===== config.mk =====
export PLATFORM = sky130hd
export DESIGN_NAME = pc_tx_arb
export DESIGN_NICKNAME = d
export VERILOG_FILES = /design/src/rtl/pc_tx_arb.sv
export SDC_FILE = /design/constraint.sdc
export NUM_CORES = 1
export LEC_CHECK = 0
export BUFFER_PORTS_ARGS = -buffer_cell sky130_fd_sc_hd__buf_2
export CAP_MARGIN = 20
export CORE_ASPECT_RATIO = 0.75
export CORE_UTILIZATION = 40
export DETAILED_ROUTE_END_ITERATION = 7
export PLACE_DENSITY_LB_ADDON = 0.3
export SLEW_MARGIN = 20
export SYNTH_ARGS = -nofsm -noshare
export SYNTH_HDL_FRONTEND = slang
export SYNTH_SLANG_ARGS = --single-unit

===== constraint.sdc =====
create_clock -name clk_sys -period 2.3 [get_ports clk_sys]
set_clock_uncertainty 0.05 [all_clocks]
set_input_delay 0.23 -clock clk_sys [delete_from_list [all_inputs] [get_ports clk_sys]]
set_output_delay 0.23 -clock clk_sys [all_outputs]
set_load 0.02 [all_outputs]

===== src/rtl/pc_tx_arb.sv =====
// pc_tx_arb -- shares the single PC transmit byte stream between N_REQ frame
// generators. Each generator raises req, receives a one-cycle ack, streams its
// frame bytes and pulses done. Grants are round-robin starting from the port
// after the last completed grantee. New grants are held off while the TX FIFO
// is almost full. Only the grantee's bytes reach the FIFO write port, one cycle
// late.
//
// Parameters
//   U_DLY       simulation delay on registered assignments; not applied in
//               this RTL
//   N_REQ       number of requesters, 2..8
//   TIMEOUT_CYC watchdog limit in cycles (PC_TX_ARB_TIMEOUT_EN builds only)
//
// Ports
//   clk_sys, rst   clock, synchronous active-high reset
//   req_vec        per-requester request level
//   ack_vec        per-requester one-cycle grant acknowledge
//   done_vec       per-requester end-of-frame pulse
//   wr_en_vec      per-requester byte strobe
//   wr_data_vec    per-requester byte, requester i on [8i+7:8i]
//   tx_afull       TX FIFO almost full, blocks new grants only
//   tx_wr_en/data  TX FIFO write port
//   tx_sof/tx_eof  first-byte / end-of-frame pulses
//   busy           high outside IDLE
//   grant_id       current or last grantee (zero-extended)
//   timeout_err    sticky watchdog flag
//
// Configuration macro: PC_TX_ARB_TIMEOUT_EN enables the ACK/BUSY watchdog.
// Without it BUSY waits indefinitely for done and timeout_err stays 0.
module pc_tx_arb #(
   parameter int U_DLY       = 1,
   parameter int N_REQ       = 4,
   parameter int TIMEOUT_CYC = 1024
) (
   input  logic               clk_sys,
   input  logic               rst,
   input  logic [N_REQ-1:0]   req_vec,
   output logic [N_REQ-1:0]   ack_vec,
   input  logic [N_REQ-1:0]   done_vec,
   input  logic [N_REQ-1:0]   wr_en_vec,
   input  logic [8*N_REQ-1:0] wr_data_vec,
   input  logic               tx_afull,
   output logic               tx_wr_en,
   output logic [7:0]         tx_wr_data,
   output logic               tx_sof,
   output logic               tx_eof,
   output logic               busy,
   output logic [2:0]         grant_id,
   output logic               timeout_err
);

   typedef enum logic [1:0] {ST_IDLE, ST_ACK, ST_BUSY, ST_GAP} state_t;

   state_t             state_q, state_d;
   logic [2:0]         gnt_q, gnt_d;
   logic [2:0]         rr_q, rr_d;
   logic               sof_pend_q, sof_pend_d;
   logic [N_REQ-1:0]   ack_q, ack_d;
   logic               wr_en_q, wr_en_d;
   logic [7:0]         data_q, data_d;
   logic               sof_q, sof_d;
   logic               eof_q, eof_d;
   logic               err_q, err_d;
   logic               tmo;

   // Granted-lane mux; other lanes' strobes and done pulses never get through.
   logic               sel_en, sel_done;
   logic [7:0]         sel_data;
   always_comb begin
      sel_en   = 1'b0;
      sel_done = 1'b0;
      sel_data = '0;
      for (int i = 0; i < N_REQ; i++) begin
         if (gnt_q == 3'(i)) begin
            sel_en   = wr_en_vec[i];
            sel_done = done_vec[i];
            sel_data = wr_data_vec[8*i +: 8];
         end
      end
   end

   // Round-robin pick: rotate the doubled request vector so bit 0 is rr_q,
   // then take the lowest set bit.
   logic [2*N_REQ-1:0] req_rot;
   logic               pick_vld;
   logic [2:0]         pick_id;
   assign req_rot = {req_vec, req_vec} >> rr_q;
   always_comb begin
      pick_vld = 1'b0;
      pick_id  = '0;
      for (int j = 0; j < N_REQ; j++) begin
         if (!pick_vld && req_rot[j]) begin
            pick_vld = 1'b1;
            pick_id  = 3'((int'(rr_q) + j) % N_REQ);
         end
      end
   end

`ifdef PC_TX_ARB_TIMEOUT_EN
   // Cycle counter over ACK/BUSY; the count equals the number of cycles
   // already spent since the grant, so the limit fires at the TIMEOUT_CYC-th.
   localparam int CW = $clog2(TIMEOUT_CYC + 1);
   logic [CW-1:0] cnt_q, cnt_d;
   assign tmo = (state_q == ST_BUSY) && (cnt_q == CW'(TIMEOUT_CYC - 1)) && !sel_done;
   always_comb begin
      cnt_d = cnt_q;
      if (state_q == ST_IDLE && state_d == ST_ACK) cnt_d = '0;
      else if (state_q == ST_ACK || state_q == ST_BUSY) cnt_d = cnt_q + 1'b1;
   end
   always_ff @(posedge clk_sys) begin
      if (rst) cnt_q <= '0;
      else     cnt_q <= cnt_d;
   end
`else
   assign tmo = 1'b0;
`endif

   always_comb begin
      state_d    = state_q;
      gnt_d      = gnt_q;
      rr_d       = rr_q;
      sof_pend_d = sof_pend_q;
      ack_d      = '0;
      wr_en_d    = 1'b0;
      data_d     = data_q;
      sof_d      = 1'b0;
      eof_d      = 1'b0;
      err_d      = err_q | tmo;
      case (state_q)
         ST_IDLE: begin
            if (pick_vld && !tx_afull) begin
               gnt_d      = pick_id;
               sof_pend_d = 1'b1;
               ack_d      = N_REQ'(1) << pick_id;
               state_d    = ST_ACK;
            end
         end
         ST_ACK:  state_d = ST_BUSY;
         ST_BUSY: begin
            wr_en_d = sel_en;
            data_d  = sel_data;
            sof_d   = sel_en & sof_pend_q;
            if (sel_en) sof_pend_d = 1'b0;
            // A byte strobed with done is still forwarded above.
            if (sel_done || tmo) begin
               eof_d   = 1'b1;
               rr_d    = 3'((int'(gnt_q) + 1) % N_REQ);
               state_d = ST_GAP;
            end
         end
         ST_GAP:  state_d = ST_IDLE;
         default: state_d = ST_IDLE;
      endcase
   end

   always_ff @(posedge clk_sys) begin
      if (rst) begin
         state_q    <= ST_IDLE;
         gnt_q      <= '0;
         rr_q       <= '0;
         sof_pend_q <= 1'b0;
         ack_q      <= '0;
         wr_en_q    <= 1'b0;
         data_q     <= '0;
         sof_q      <= 1'b0;
         eof_q      <= 1'b0;
         err_q      <= 1'b0;
      end else begin
         state_q    <= state_d;
         gnt_q      <= gnt_d;
         rr_q       <= rr_d;
         sof_pend_q <= sof_pend_d;
         ack_q      <= ack_d;
         wr_en_q    <= wr_en_d;
         data_q     <= data_d;
         sof_q      <= sof_d;
         eof_q      <= eof_d;
         err_q      <= err_d;
      end
   end

   assign ack_vec     = ack_q;
   assign tx_wr_en    = wr_en_q;
   assign tx_wr_data  = data_q;
   assign tx_sof      = sof_q;
   assign tx_eof      = eof_q;
   assign busy        = (state_q != ST_IDLE);
   assign grant_id    = gnt_q;
   assign timeout_err = err_q;

endmodule


# == Word level (Yosys, flattened, before mapping) ==
# Cells that the tools add are included.
# totals
inputBits,47
regBits,24
out_inout_bits,20
wordCells,81
# op_classes
bitwise_logic,8
n_addsub,4
eq_ne,9
mux,27
n_shift,2
reduce_logical,22
# ops
cell,count
8-bit 2-to-1 mux,4
1-bit 2-to-1 mux,15
2-bit OR reduction,5
3-bit 2-to-1 mux,3
2-bit case mux with 4 select lines,1
8-bit by 3-bit right shift with 4-bit output,1
3-bit by 2-bit == test with 1-bit output (second input constant),2
2-bit 2-to-1 mux,3
2-bit != test (second input constant),3
2-bit AND reduction,3
2-bit by 1-bit adder with 2-bit output (second input constant),2
2-bit adder (second input constant),2
1-bit AND (first input constant),4
2-bit == test (second input constant),2
1-bit logical AND,4
1-bit zero test,4
2-bit nonzero test,2
1-bit by 3-bit left shift with 4-bit output (first input constant),1
3-bit by 1-bit == test with 1-bit output (second input constant),1
3-bit zero test,1
1-bit inverter,3
3-bit AND reduction,1
3-bit OR reduction,1
2-bit by 1-bit == test with 1-bit output (second input constant),1
other kinds (3),3

# == Longest topological paths before layout ==
# logic_depth
depth_word,14
ltp_mapped,7
mapped_depth_nobuf,6

# == Worst setup path before layout ==
# No wires, ideal clock.
# synth_path
kind,reg-to-reg
startpoint,reg gnt_q[1] (netlist: grant_id[1])
endpoint,reg rr_q[0]
t_arrival_ps,1705
t_required_ps,2122
path_slack_ps,417
synth_period_minus_slack_ps,1883
path_stages_with_launch,8
path_buffers,1
setup_ps,128
path_cell_list,dfxtp_1 inv_1 ha_1 buf_6 a211o_1 o2111ai_2 mux2i_1 nor2_1
# synth_via
elab_chain_cells,6
word_cells_on_any_way,9
classes_between,eq/ne: 3; mux: 4; reduce/logical: 2
# synth_lines
item,line_no,text
"start, declared",55,"logic [2:0] gnt_q, gnt_d;"
"start signal, assigned",170,gnt_q <= gnt_d;
3-bit zero test,74,if (gnt_q == 3'(i)) begin
1-bit 2-to-1 mux (3 in a row),74,
1-bit 2-to-1 mux (*),74,
2-bit AND reduction (no source line) (*),--,
"end signal, assigned",171,rr_q <= rr_d;
"end, declared",56,"logic [2:0] rr_q, rr_d;"
# Every way passes the cells marked *; elsewhere a longest branch is shown, timed or not.
# A chain may end at the register's enable or synchronous reset.

# == Final worst setup path ==
# Same ends and word-level chain as after synthesis.

==> impl_metrics.py <==
metrics = {
    "run_status": {
        "run_status": "completed",
    },
    "synthesis": {
        "ys_types": 41,
        "syn-cell-area_mm2": 0.00133,
        "ys_async_sr_fraction_pct": 0,
        "cell_types_with_the_largest_area_share_after_synthesis": "sky130_fd_sc_hd__dfxtp_1 (33%), sky130_fd_sc_hd__ha_1 (6.6%), sky130_fd_sc_hd__nor2b_1 (6.1%), sky130_fd_sc_hd__o311a_1 (6.0%), sky130_fd_sc_hd__a221oi_1 (5.3%)",
        "syn_avg_cell_area_um2": 8.58,
        "ys_warn_count": 0,
        "ys_ff_latch": 22,
        "yosys-mux-area-fraction_pct": 3.01,
        "synth.most_common_cell": "sky130_fd_sc_hd__dfxtp_1",
        "synth_xor_xnor_area_share_pct": 0,
        "sequential_fraction_of_the_synthesis_area_pct": 33.1,
        "synth.top_cell.area_share_pct": 33.1,
        "synthTopCellsByCount": "sky130_fd_sc_hd__dfxtp_1 (22), sky130_fd_sc_hd__nor2_1 (15), sky130_fd_sc_hd__nor2b_1 (13)",
        "synth_simple_gate_area_share_pct": 28.5,
        "combinational_family_with_the_most_area_after_synthesis": "simple AND/OR/NAND/NOR gates",
        "ys_dominant_reg_cell": "sky130_fd_sc_hd__dfxtp_1",
        "post_synth_fa_ha_maj_area_fraction_pct": 6.59,
        "synth_compound_area_share_pct": 22.3,
        "syn-instance-count": 155,
        "synth_enable_flop_cells": 0,
        "post_synth_top_area_cell": "sky130_fd_sc_hd__dfxtp_1",
    },
    "worst_setup_path": {
        "crit_path_end_kind": "flip-flop",
        "setup.worst_path.class": "reg2reg",
        "arrival_ps": 2070,
        "worst_ep_required_time_ps": 2390,
        "worst-r2r-cell-count": 6,
        "rr_startpoint": "grant_id[1]$_SDFFE_PP0P_",
        "timing.rr.end": "rr_q[0]$_SDFFE_PP0P_",
        "cp_max_fo": 17,
        "timing.reg2reg.setup_slack_ps": 330,
        "setup.worst_path.start_class": "flip-flop",
    },
    "grt": {
        "groute.usage.overall_pct": 19.7,
        "via_count_of_the_first_global_routing_pass": 1171,
        "grt_antenna_before_repair": 0,
        "wire_length_of_the_first_global_routing_pass_mm": 5.27,
        "grt.overflow.total": 0,
        "grt_start_max_net_pins": 18,
    },
    "detailed_routing": {
        "wire_per_inst_um": 12.9,
        "dr.first_iter.drc_count": 47,
        "detailroute.via_count": 1323,
        "avg_vias_per_cell": 5.21,
        "route.antenna.remaining_nets": 0,
        "detail_route.wirelength_mm": 3.27,
        "drcViolationCount": 0,
        "drtPass1Iterations": 4,
    },
    "flow_run": {
        "max-cap-violations": 0,
    },
    "sta": {
        "maxSlewViolCount": 0,
        "setup_repair_after_global_routing_missed_its_margin": "false",
        "clock.fmax_mhz": 507,
        "final-hold-violation-count": 0,
        "setup_tns_ps": 0,
        "ratio_of_final_minimum_period_to_clock_period_pct": 85.8,
        "setup_viol": 0,
        "slew_headroom_pct": 55.5,
        "final_period_minus_worst_setup_slack_ps": 1970,
        "worst_slew_pin_slew_ps": 662,
    },
    "hold_path": {
        "timing.hold.worst_endpoint": "rr_q[1]$_SDFFE_PP0P_",
        "hold_path.startpoint": "rst",
        "timing.hold.worst.class": "in2reg",
        "timing.hold.worst_path_depth": 2,
    },
    "die": {
        "io_pins": 67,
        "num_rows": 17,
        "chipWidth_um": 68.6,
        "fp.coreArea_mm2": 0.00304,
        "floorplan.initialDensity_pct": 43.7,
        "die-area_mm2": 0.00356,
        "die-height_um": 51.9,
    },
    "layout": {
        "drive_above_1_share_pct": 37.5,
        "area_added_between_synthesis_and_finish_pct": 30.5,
        "regArea_um2": 440,
        "diodes": 0,
        "final_cells": 254,
        "utilization_pct": 57.1,
        "number_of_fill_cells_in_the_layout": 287,
        "final_net_count": 271,
        "multi_input_area_um2": 811,
    },
    "pwr": {
        "combinationalPowerShare_pct": 41.5,
        "vdd.ir_drop.worst_mv": 0.499,
        "internal_power_uw": 974,
        "sequential_power_share_pct": 34.4,
        "design_power_total_mw": 1.51,
        "power_switching_share_pct": 35.7,
        "power_switching_uw": 540,
        "pwr_density_cell_mw_per_mm2": 872,
        "power.share.clock_pct": 24.1,
        "cellLeakagePower_nw": 0.862,
    },
    "placed_design": {
        "finalWeightedCongestion": 0.785,
        "post-place-cells": 250,
        "place_hpwl_mm": 2.52,
        "numPortBuffers": 64,
    },
    "clock_network": {
        "postCtsSetupRepairBufs": 0,
        "ctsResizeCount": 0,
        "cts_max_path_buffers": 2,
        "clk_root_buffer_cell": "sky130_fd_sc_hd__clkbuf_8",
        "clock_tree_from_tritoncts": "yes",
        "clk_pin_slew_ps": 90,
        "holdBufCountCts": 0,
        "cts_h_tree_depth": 1,
        "cts_made_buffers": 3,
        "clk_latency_ps": 260,
        "cts.sink_count": 22,
    },
}
==> critical path: stages, from the launching register on <==
cell,delay (ps)
sky130_fd_sc_hd__dfxtp_1,350
sky130_fd_sc_hd__inv_1,110
sky130_fd_sc_hd__ha_1,480
sky130_fd_sc_hd__and3b_2,280
sky130_fd_sc_hd__o2111ai_2,290
sky130_fd_sc_hd__mux2i_1,230
sky130_fd_sc_hd__nor2_1,60
==> final cells by class <==
type	instances	share of cell area, %
Clock inverter	1	1.73
Inverter	6	1.30
Clock buffer	3	2.38
Tap cell	38	2.74
Multi-Input combinational cell	117	46.7
Sequential cell	22	25.4
Timing Repair Buffer	67	19.8
==> worst max-delay path by stage <==
stage,from,endpoint,slack (ps),depth (start not counted)
after global routing,grant_id[1]$_SDFFE_PP0P_,rr_q[0]$_SDFFE_PP0P_,140,6
after global placement,grant_id[1]$_SDFFE_PP0P_,rr_q[0]$_SDFFE_PP0P_,440,6
after detailed placement,grant_id[1]$_SDFFE_PP0P_,rr_q[0]$_SDFFE_PP0P_,370,6
final,grant_id[1]$_SDFFE_PP0P_,rr_q[0]$_SDFFE_PP0P_,330,6
after floorplan,grant_id[1]$_SDFFE_PP0P_,rr_q[0]$_SDFFE_PP0P_,420,7
after CTS,grant_id[1]$_SDFFE_PP0P_,rr_q[0]$_SDFFE_PP0P_,330,6
==> power groups by stage <==
stage	clock (mW)	combinational, mW	sequential [mW]
detailed placement	0	0.628	0.530
global route	0.387	0.709	0.535
floorplan	0	0.367	0.610
finish	0.364	0.628	0.521
global placement	0	0.624	0.528
CTS	0.372	0.632	0.522
==> stage by stage <==
stage               hold slack [ps]  worst slack (ps)  instance area (um2)
finish                          278               327                 1740
global route                    304               141                 1740
CTS                             271               334                 1740
detailed placement              414               365                 1660
global placement                410               444                 1660
floorplan                       401               417                 1330
==> sequential cells by signal, indices dropped and copies added, names as in the netlist <==
signal	count
grant_id	2
tx_eof	1
state_q	2
ack_vec	4
tx_sof	1
tx_wr_data	8
rr_q	2
tx_wr_en	1
sof_pend_q	1
==> kinds of logic (layout without fill, tap and decap cells) <==
logic type               count (synthesis)  in the layout
other                                    1              2
adder cells (fa/ha/maj)                  7              7
buffers and inverters                   17             77
flip-flops                              22             22
AO/OA/AOI/OAI                           35             35
AND/OR/NAND/NOR                         69             69
multiplexers                             4              4
==> layer usage <==
layer / vias up / part of all wire [%] / global-route usage [%]
met4: 0 / 0.21 / 2.08
met5: - / 0 / 0
met2: 37 / 44 / 29.9
met3: 2 / 6.3 / 5.70
li1: 678 / - / -
met1: 606 / 49 / 28.0
==> layout by cell type (no fill, tap or decap), types with 4 or more instances in the layout <==
| cell type | instances |
|---|---|
| sky130_fd_sc_hd__nand2_1 | 12 |
| sky130_fd_sc_hd__nor2_1 | 15 |
| sky130_fd_sc_hd__ha_1 | 7 |
| sky130_fd_sc_hd__a21oi_1 | 4 |
| sky130_fd_sc_hd__nor2b_1 | 13 |
| sky130_fd_sc_hd__nor3_1 | 10 |
| sky130_fd_sc_hd__and2b_2 | 6 |
| sky130_fd_sc_hd__a221oi_1 | 8 |
| sky130_fd_sc_hd__dfxtp_1 | 22 |
| sky130_fd_sc_hd__inv_1 | 6 |
| sky130_fd_sc_hd__buf_2 | 64 |
| sky130_fd_sc_hd__mux2i_1 | 4 |
| sky130_fd_sc_hd__o311a_1 | 8 |
No activity file was read; power rests on OpenSTA's default activity.
